--- config.mk ---
export PLATFORM = sky130hd
export DESIGN_NAME = gpio_debounce_pio
export DESIGN_NICKNAME = d
export VERILOG_FILES = /design/src/rtl/gpio_debounce_pio_pkg.sv /design/src/rtl/gpio_debounce_pio_sw_debounce.sv /design/src/rtl/gpio_debounce_pio.sv
export SDC_FILE = /design/constraint.sdc
export NUM_CORES = 1
export LEC_CHECK = 0
export BUFFER_PORTS_ARGS = -buffer_cell sky130_fd_sc_hd__buf_2
export CORE_MARGIN = 2
export CORE_UTILIZATION = 50
export DETAILED_ROUTE_END_ITERATION = 8
export GPL_TIMING_DRIVEN = 0
export PLACE_DENSITY = 0.78
export SLEW_MARGIN = 20
export SYNTH_ARGS = -nofsm -noshare
export SYNTH_HDL_FRONTEND = slang
export SYNTH_HIERARCHICAL = 1
export SYNTH_SLANG_ARGS = --single-unit
--- constraint.sdc ---
create_clock -name MAX10_CLK1_50 -period 2.06 [get_ports MAX10_CLK1_50]
set_input_delay 0 -clock MAX10_CLK1_50 [delete_from_list [all_inputs] [get_ports MAX10_CLK1_50]]
set_output_delay 0 -clock MAX10_CLK1_50 [all_outputs]
set_load 0.1 [all_outputs]
--- src/rtl/gpio_debounce_pio_pkg.sv ---
// Shared constants for the debounced switch / LED PIO: register map and bus width.
package gpio_debounce_pio_pkg;
    localparam int         DATA_W       = 32;
    localparam logic [1:0] ADDR_DATA    = 2'd0;
    localparam logic [1:0] ADDR_LED     = 2'd1;
    localparam logic [1:0] ADDR_IRQMASK = 2'd2;
    localparam logic [1:0] ADDR_EDGECAP = 2'd3;
endpackage

--- src/rtl/gpio_debounce_pio_sw_debounce.sv ---
// One switch channel: 2-flop synchroniser, stability counter and accepted (stable) level.
module sw_debounce #(
    parameter int DB_CYCLES = 500000
) (
    input  logic clk,
    input  logic rst_n,
    input  logic sw,
    output logic stable
);
    localparam int CW = $clog2(DB_CYCLES);

    logic          sync1, sync2;
    logic [CW-1:0] cnt;

    // Any return to the stable level clears the count, so glitches never accumulate.
    always_ff @(posedge clk or negedge rst_n) begin
        if (!rst_n) begin
            sync1  <= 1'b0;
            sync2  <= 1'b0;
            cnt    <= '0;
            stable <= 1'b0;
        end else begin
            sync1 <= sw;
            sync2 <= sync1;
            if (sync2 == stable) begin
                cnt <= '0;
            end else if (cnt == CW'(DB_CYCLES - 1)) begin
                stable <= sync2;
                cnt    <= '0;
            end else begin
                cnt <= cnt + 1'b1;
            end
        end
    end
endmodule

--- src/rtl/gpio_debounce_pio.sv ---
// Debounced switch inputs and LED outputs behind a 4-word Avalon-MM slave.
// Define GPIO_DEBOUNCE_PIO_IRQ_EN to build the IRQMASK/EDGECAP registers and irq.
module gpio_debounce_pio
    import gpio_debounce_pio_pkg::*;
#(
    parameter int               N_SW        = 2,
    parameter int               N_LED       = 2,
    parameter int               DB_CYCLES   = 500000,
    parameter logic [N_LED-1:0] MIRROR_MASK = N_LED'(1)
) (
    input  logic              MAX10_CLK1_50,
    input  logic              reset_reset_n,
    input  logic [N_SW-1:0]   sw_in,
    output logic [N_LED-1:0]  led_out,
    input  logic [1:0]        avs_address,
    input  logic              avs_read,
    input  logic              avs_write,
    input  logic [DATA_W-1:0] avs_writedata,
    output logic [DATA_W-1:0] avs_readdata,
    output logic              irq
);
    logic [N_SW-1:0]   stable;
    logic [N_LED-1:0]  led_reg;
    logic [DATA_W-1:0] rd_mux;
    logic              unused_wdata;

    assign unused_wdata = ^avs_writedata;

    for (genvar g = 0; g < N_SW; g++) begin : g_ch
        sw_debounce #(.DB_CYCLES(DB_CYCLES)) u_db (
            .clk    (MAX10_CLK1_50),
            .rst_n  (reset_reset_n),
            .sw     (sw_in[g]),
            .stable (stable[g])
        );
    end

    // Mirrored LEDs are active-low copies of the switch, so they sit at 1 in reset.
    for (genvar g = 0; g < N_LED; g++) begin : g_led
        if (g < N_SW && MIRROR_MASK[g]) begin : g_mir
            assign led_out[g] = ~stable[g];
        end else begin : g_reg
            assign led_out[g] = led_reg[g];
        end
    end

    always_ff @(posedge MAX10_CLK1_50 or negedge reset_reset_n) begin
        if (!reset_reset_n) begin
            led_reg <= '0;
        end else if (avs_write && avs_address == ADDR_LED) begin
            led_reg <= avs_writedata[N_LED-1:0];
        end
    end

`ifdef GPIO_DEBOUNCE_PIO_IRQ_EN
    logic [N_SW-1:0] irq_mask, edge_cap, stable_d, rise, ec_clr;

    assign rise   = stable & ~stable_d;
    assign ec_clr = (avs_write && avs_address == ADDR_EDGECAP) ? avs_writedata[N_SW-1:0] : '0;

    // Set wins over a coincident W1C so an edge is never lost.
    always_ff @(posedge MAX10_CLK1_50 or negedge reset_reset_n) begin
        if (!reset_reset_n) begin
            irq_mask <= '0;
            edge_cap <= '0;
            stable_d <= '0;
            irq      <= 1'b0;
        end else begin
            stable_d <= stable;
            if (avs_write && avs_address == ADDR_IRQMASK)
                irq_mask <= avs_writedata[N_SW-1:0];
            edge_cap <= (edge_cap & ~ec_clr) | rise;
            irq      <= |(edge_cap & irq_mask);
        end
    end
`else
    assign irq = 1'b0;
`endif

    always_comb begin
        rd_mux = '0;
        case (avs_address)
            ADDR_DATA:    rd_mux = DATA_W'(stable);
            ADDR_LED:     rd_mux = DATA_W'(led_reg);
`ifdef GPIO_DEBOUNCE_PIO_IRQ_EN
            ADDR_IRQMASK: rd_mux = DATA_W'(irq_mask);
            ADDR_EDGECAP: rd_mux = DATA_W'(edge_cap);
`endif
            default:      rd_mux = '0;
        endcase
    end

    // A write alongside a read suppresses the read; readdata keeps its last value.
    always_ff @(posedge MAX10_CLK1_50 or negedge reset_reset_n) begin
        if (!reset_reset_n) begin
            avs_readdata <= '0;
        end else if (avs_read && !avs_write) begin
            avs_readdata <= rd_mux;
        end
    end
endmodule

==> results of run 1 <==
[how the worst max path moves through the flow]
| stage | startpoint | end | slack, ps | depth (start not counted) |
|---|---|---|---|---|
| 2_1_floorplan | g_ch[0].u_db/cnt[0] | g_ch[0].u_db/cnt[16] | 190 | 5 |
| 4_1_cts | g_ch[1].u_db/cnt[9] | g_ch[1].u_db/cnt[10] | 20 | 5 |
| 3_5_place_dp | g_ch[1].u_db/cnt[9] | g_ch[1].u_db/cnt[10] | 30 | 5 |
| 5_1_grt | g_ch[0].u_db/cnt[1] | g_ch[0].u_db/cnt[18] | 10 | 5 |
| 6_report | g_ch[0].u_db/cnt[1] | g_ch[0].u_db/cnt[18] | 90 | 5 |
| 3_3_place_gp | g_ch[1].u_db/cnt[9] | g_ch[1].u_db/cnt[11] | 60 | 5 |
[repair_timing]
action                                  4_1_cts  5_1_grt
hold buffers                                  6        0
hold endpoints to repair                     53        0
endpoints found under the setup margin        0       25
setup buffers                                 0        1
resized for setup                             0        3
[Yosys cell counts (all sizes together) (4+ instances only)]
cell   count
mux2i      4
nand2     10
or3        4
nor3       8
a21oi      6
xor2       4
o21ai      4
dfrtp     48
buf       36
nor2      38
nor4      12
inv       11
mux2       4
nand4     10
nand3     14
xnor2     26
[metrics by stage]
step                instances  hold WS [ps]  util, %  setup WS, ps
floorplan                 287          -296        -           191
global placement          370           110     56.7          55.0
detailed placement        370           115     56.7          30.0
CTS                       384          8.19     59.6          15.6
global route              385          34.1     60.0          11.9
finish                    385          23.1     60.0          94.5
[worst max-delay path, cell delays in order, from the launching register on]
cell	delay, ps
dfrtp_1	400
ha_2	240
nand4_4	190
or4_4	590
or3_1	320
a21oi_1	150
[cells by family after synthesis]
| group | synth area share [%] |
|---|---|
| AND/OR/NAND/NOR | 22.5 |
| flip-flops | 46.4 |
| buffers and inverters | 11.8 |
| XOR/XNOR | 10.1 |
| AO/OA/AOI/OAI | 4.73 |
| multiplexers | 3.28 |
| adder cells (fa/ha/maj) | 0.966 |
| other | 0.145 |
[where the power goes]
| group | leakage [nW] | internal [mW] | switching (mW) | total (mW) |
|---|---|---|---|---|
| clock network | 0.0455 | 0.274 | 0.294 | 0.568 |
| logic | 0.658 | 0.0964 | 0.372 | 0.468 |
| registers | 0.651 | 0.966 | 0.0166 | 0.982 |
[cell type report]
class | instances | area [um2]
Clock buffer | 8 | 90.1
Buffer | 36 | 265
Tap cell | 70 | 87.6
Sequential cell | 48 | 1200
Fill cell | 455 | 2010
Inverter | 11 | 41.3
Timing Repair Buffer | 20 | 135
Multi-Input combinational cell | 192 | 1210
[layer usage]
layer | global-route usage (%) | part of all wire (%) | up-vias
met2 | 31.5 | 53 | 23
met1 | 18.9 | 43 | 881
met3 | 4.62 | 3.3 | 4
met5 | 0 | 0 | -
met4 | 3.45 | 0.80 | 0
li1 | - | - | 928
==> reports/qor.yml, run 1 <==
fin_skew_ps: 3.69
ys_async_sr_fraction_pct: 100
synthCells: 257
grt_first_pass_wirelength_mm: 8.02
drc: 0
drive_gt1_share_pct: 22.5
synth_top_cell_by_area: "dfrtp_1"
initialDrtViolationCount: 81
clockBufferDepth: 2
syn-cell-area_mm2: 0.00259
r2r_start: "g_ch[0].u_db/cnt[1]"
start_util_pct: 51.4
start_kind: "flop"
finalCriticalPeriod_ps: 1970
vias: 1836
total_power_mw: 2.02
yosysUniqueCellTypes: 30
synthFlopType: "dfrtp_1"
antenna_found_initial: 0
synth.area.top_cells: "dfrtp_1, buf_4, xnor2_1"
wire_per_inst_um: 11.7
min_from: "avs_write"
n_antenna_cell: 0
place_area_mm2: 0.00286
grt_pass1_vias: 1892
fin_crit_sh_pct: 95.4
syn2layout_area_growth_pct: 16.9
worstPathArrival_ps: 2190
final_cell_mix: "dfrtp_1, nor2_1, buf_4, conb_1, xnor2_1"
setup_viol_count_final: 0
drt-pass1-iter-count: 4
ir_worst_vdd_v: 0.000535
syn_area_per_cell_um2: 10.1
r2r_end: "g_ch[0].u_db/cnt[18]"
cts-root-buf: "clkbuf_8"
grt_max_degree: 49
place.gp.congestion: 0.902
ys_warn_count: 6
outcome: "finished clean"
cts_buffers: 5
synth_top_cell_area_share_pct: 46.4
final_common_cell: "dfrtp_1"
worstPathMaxFanout: 8
drv_slew: 0
regMostFlops: "g_ch.u_db/cnt"
crit_required_ps: 2280
grtUsageTotal_pct: 16.7
cts_tree: "yes"
die_x_um: 76.0
clock-sinks: 48
tightest_slew_ps: 599
clk_pin_slew_worst_paths_ps: 80
synth_edf_count: 0
critPathCaptureType: "flop"
ys_ff_latch: 48
post_drt_via_cell_ratio: 4.77
die-area_mm2: 0.00577
rr_worst_depth: 5
hpwlAfterDp_mm: 3.22
powerDensity_mw_per_mm2: 667
finalHoldViolCount: 0
cts.htree.levels: 2
maxCapViolations: 0
hold-path-cell-count: 3
max_freq_mhz: 509
r2r_slack_ps: 90
rsz0062_at_grt: "false"
portBuffers: 13
hold_end: "avs_readdata[1]"
largest_reg_flops: 38
min_path_type: "in -> reg"
fin_tns_setup_ps: 0
gr-total-overflow: 0
core-area_mm2: 0.00504
finalWirelength_mm: 4.50
clkLatencyLatePin_ps: 300
postRouteAntennaNets: 0
timing.slew.headroom_pct: 60.1
final_nets: 356
yosysSeqAreaShare_pct: 46.4
design_area_mm2: 0.00303
die_y_um: 76.0
p_leak_nw: 1.35
path_class: "reg -> reg"
std_cell_rows: 26
ios: 75
Power figures use the tool's default switching activity.
==> run 2, diff against run 1 <==
ABC_AREA = 1   (was default)
PLACE_DENSITY = 0.77   (was 0.78)
==> run 2 against run 1 <==
Sequential cell count unchanged. Sequential share of layout area decreased by 2.9 points. First-iteration DRC count increased by 19%. Clock skew increased by 7.7 ps. Register-to-register slack improved by 490 ps. Critical path depth increased by 3. Utilization decreased by 0.40 points. Global-route usage increased by 1.5 points. Power increased by 3.6%. Routed wire length increased by 13%. Critical path type unchanged. Highest routed layer unchanged.
==> reports/qor.yml, run 2 <==
die-area_mm2: 0.00627  # +8.6%
final_common_cell: "nor2_1"
synthFlopType: "dfrtp_1"
clock-sinks: 48  # unchanged
timing.slew.headroom_pct: 60.6  # +0.48 points
grt_pass1_vias: 2141  # +13%
n_antenna_cell: 0  # unchanged
regMostFlops: "g_ch.u_db/cnt"
largest_reg_flops: 38  # unchanged
syn_area_per_cell_um2: 7.94  # -21%
design_area_mm2: 0.00326  # +7.8%
postRouteAntennaNets: 0  # unchanged
maxCapViolations: 0  # unchanged
ios: 75  # unchanged
die_y_um: 79.2  # +4.2%
postCtsSetupBuffers: 0  # unchanged
wire_per_inst_um: 10.5  # -9.9%
yosysSeqAreaShare_pct: 42.5  # -3.9 points
cts-resized-gates: 0  # unchanged
worstPathMaxFanout: 4  # -4
portBuffers: 13  # unchanged
drive_gt1_share_pct: 21.3  # -1.2 points
outcome: "finished clean"
worstPathArrival_ps: 1670  # -520 ps
synth_top_cell_by_area: "dfrtp_1"
clk_pin_slew_worst_paths_ps: 90  # about the same
std_cell_rows: 27  # +3.8%
clkLatencyLatePin_ps: 310  # about the same
grt_max_degree: 49  # unchanged
hpwlAfterDp_mm: 3.90  # +21%
ir_worst_vdd_v: 0.000496  # -7.3%
cts.htree.levels: 2  # unchanged
grt_first_pass_wirelength_mm: 9.00  # +12%
rsz0062_at_grt: "false"
finalCriticalPeriod_ps: 1470  # -491 ps
ctsHoldBuffers: 6  # unchanged
fin_tns_setup_ps: 0  # unchanged
final_nets: 454  # +28%
fin_crit_sh_pct: 71.6  # -24 points
vias: 2199  # +20%
finalWirelength_mm: 5.10  # +13%
start_util_pct: 51.6  # +0.26 points
synthCells: 356  # +39%
synth_most_common_cell: "nor2_1"
syn-cell-area_mm2: 0.00283  # +9.1%
place.gp.congestion: 0.879  # -2.5%
crit_required_ps: 2250  # -30 ps
cts_buffers: 5  # unchanged
cts-root-buf: "clkbuf_8"
post_drt_via_cell_ratio: 4.53  # -4.9%
finalHoldViolCount: 0  # unchanged
start_kind: "flop"
max_freq_mhz: 678  # +33%
ys_async_sr_fraction_pct: 100  # unchanged
gr-total-overflow: 0  # unchanged
yosysUniqueCellTypes: 24  # -20%
setup_viol_count_final: 0  # unchanged
critPathCaptureType: "flop"
core-area_mm2: 0.00547  # +8.5%
synth_top_cell_area_share_pct: 42.5  # -3.9 points
tightest_slew_ps: 591  # -7.15 ps
total_power_mw: 2.09  # +3.6%
clockBufferDepth: 2  # unchanged
drv_slew: 0  # unchanged
syn2layout_area_growth_pct: 15.5
p_leak_nw: 1.58  # +17%
place_area_mm2: 0.00309  # +8.3%
cts_tree: "yes"
ys_warn_count: 6  # unchanged
final_cell_mix: "nor2_1, nand2_1, dfrtp_1, inv_1, buf_4"
drt-pass1-iter-count: 4  # unchanged
netlist_top_cells_count: "nor2_1, nand2_1, dfrtp_1, inv_1, buf_4"
grtUsageTotal_pct: 18.2  # +1.5 points
synth.area.top_cells: "dfrtp_1, nor2_1, buf_4"
die_x_um: 79.2  # +4.2%
fin_skew_ps: 11.4  # +7.71 ps
ys_ff_latch: 48  # unchanged
powerDensity_mw_per_mm2: 640  # -3.9%
initialDrtViolationCount: 96  # +19%
path_class: "reg -> reg"
drc: 0  # unchanged
synth_edf_count: 0  # unchanged
antenna_found_initial: 0  # unchanged
min_path_type: "in -> reg"
-- run 2: changes by cell type after synthesis, moves of 8 or more --
cell     previous run  this run
nand2_1            10        60
inv_1              11        40
nor2_1             38        66
xnor2_1            26         4
nand3_1            14        27
nor4_1             10         0
o21ai_1             0        10
nand2_2             0         8
nor2_2              0         8
xor2_1              4        12
-- run 2: cell families after synthesis --
group	Yosys count	synth area share (%)
flip-flops	48	42.5
AND/OR/NAND/NOR	191	32.3
other	1	0.133
XOR/XNOR	18	6.11
buffers and inverters	76	14.3
AO/OA/AOI/OAI	20	3.72
adder cells (fa/ha/maj)	2	0.885
-- run 2: worst paths after layout --
path	from	endpoint	slack (ps)	cells after the start
max in group asynchronous	reset_reset_n	g_ch[1].u_db/cnt[5]	1410	2
setup / recovery	g_ch[0].u_db/cnt[0]	g_ch[0].u_db/cnt[18]	590	8
min in group asynchronous	reset_reset_n	g_ch[0].u_db/cnt[13]	240	2
setup reg to reg	g_ch[0].u_db/cnt[0]	g_ch[0].u_db/cnt[18]	590	8
hold / removal	avs_read	avs_readdata[0]	20	5
hold reg to reg	g_ch[0].u_db/sync1	g_ch[0].u_db/sync2	360	0
-- run 2: area by class of cell --
cell class              count  area (um2)
well taps                  72        90.1
repair buffers             19         128
multi-input cells         262        1330
clock buffers               6        72.6
flip-flops and latches     48        1200
inverters                  44         165
clock inverters             2        35.0
fillers                   516        2210
plain buffers              32         240
-- run 2: through the flow --
stage          util, %  setup WS [ps]  instances  hold WS (ps)
6_report          59.6            585        485          22.0
5_1_grt           59.6            443        485          43.0
4_1_cts           59.6            584        485          21.9
3_5_place_dp      56.5            594        471           110
3_3_place_gp      56.5            652        471           108
2_1_floorplan        -            804        386          -296
-- run 2: worst max-delay path: stages (launching register included) --
cell     delay [ps]
dfrtp_1         390
ha_1            170
nand2_1         120
nor2_2          190
nand2_1         130
nor2_1          150
nand3_1          90
nand3_1          80
nor2_1           50
-- run 2: power breakdown --
part / leakage [nW] / switching [mW] / internal, mW
Combinational: 0.876 / 0.361 / 0.0824
Clock: 0.0552 / 0.308 / 0.360
Sequential: 0.653 / 0.0147 / 0.964
Total: 1.58 / 0.684 / 1.41
-- run 2: per-layer routing --
| metal | routed length (um) | up-vias | GRT usage, % |
|---|---|---|---|
| li1 | - | 1147 | - |
| met1 | 2260 | 1014 | 21.8 |
| met2 | 2590 | 29 | 31.5 |
| met3 | 154 | 9 | 3.52 |
| met4 | 102 | 0 | 8.62 |
| met5 | 0 | - | 0 |
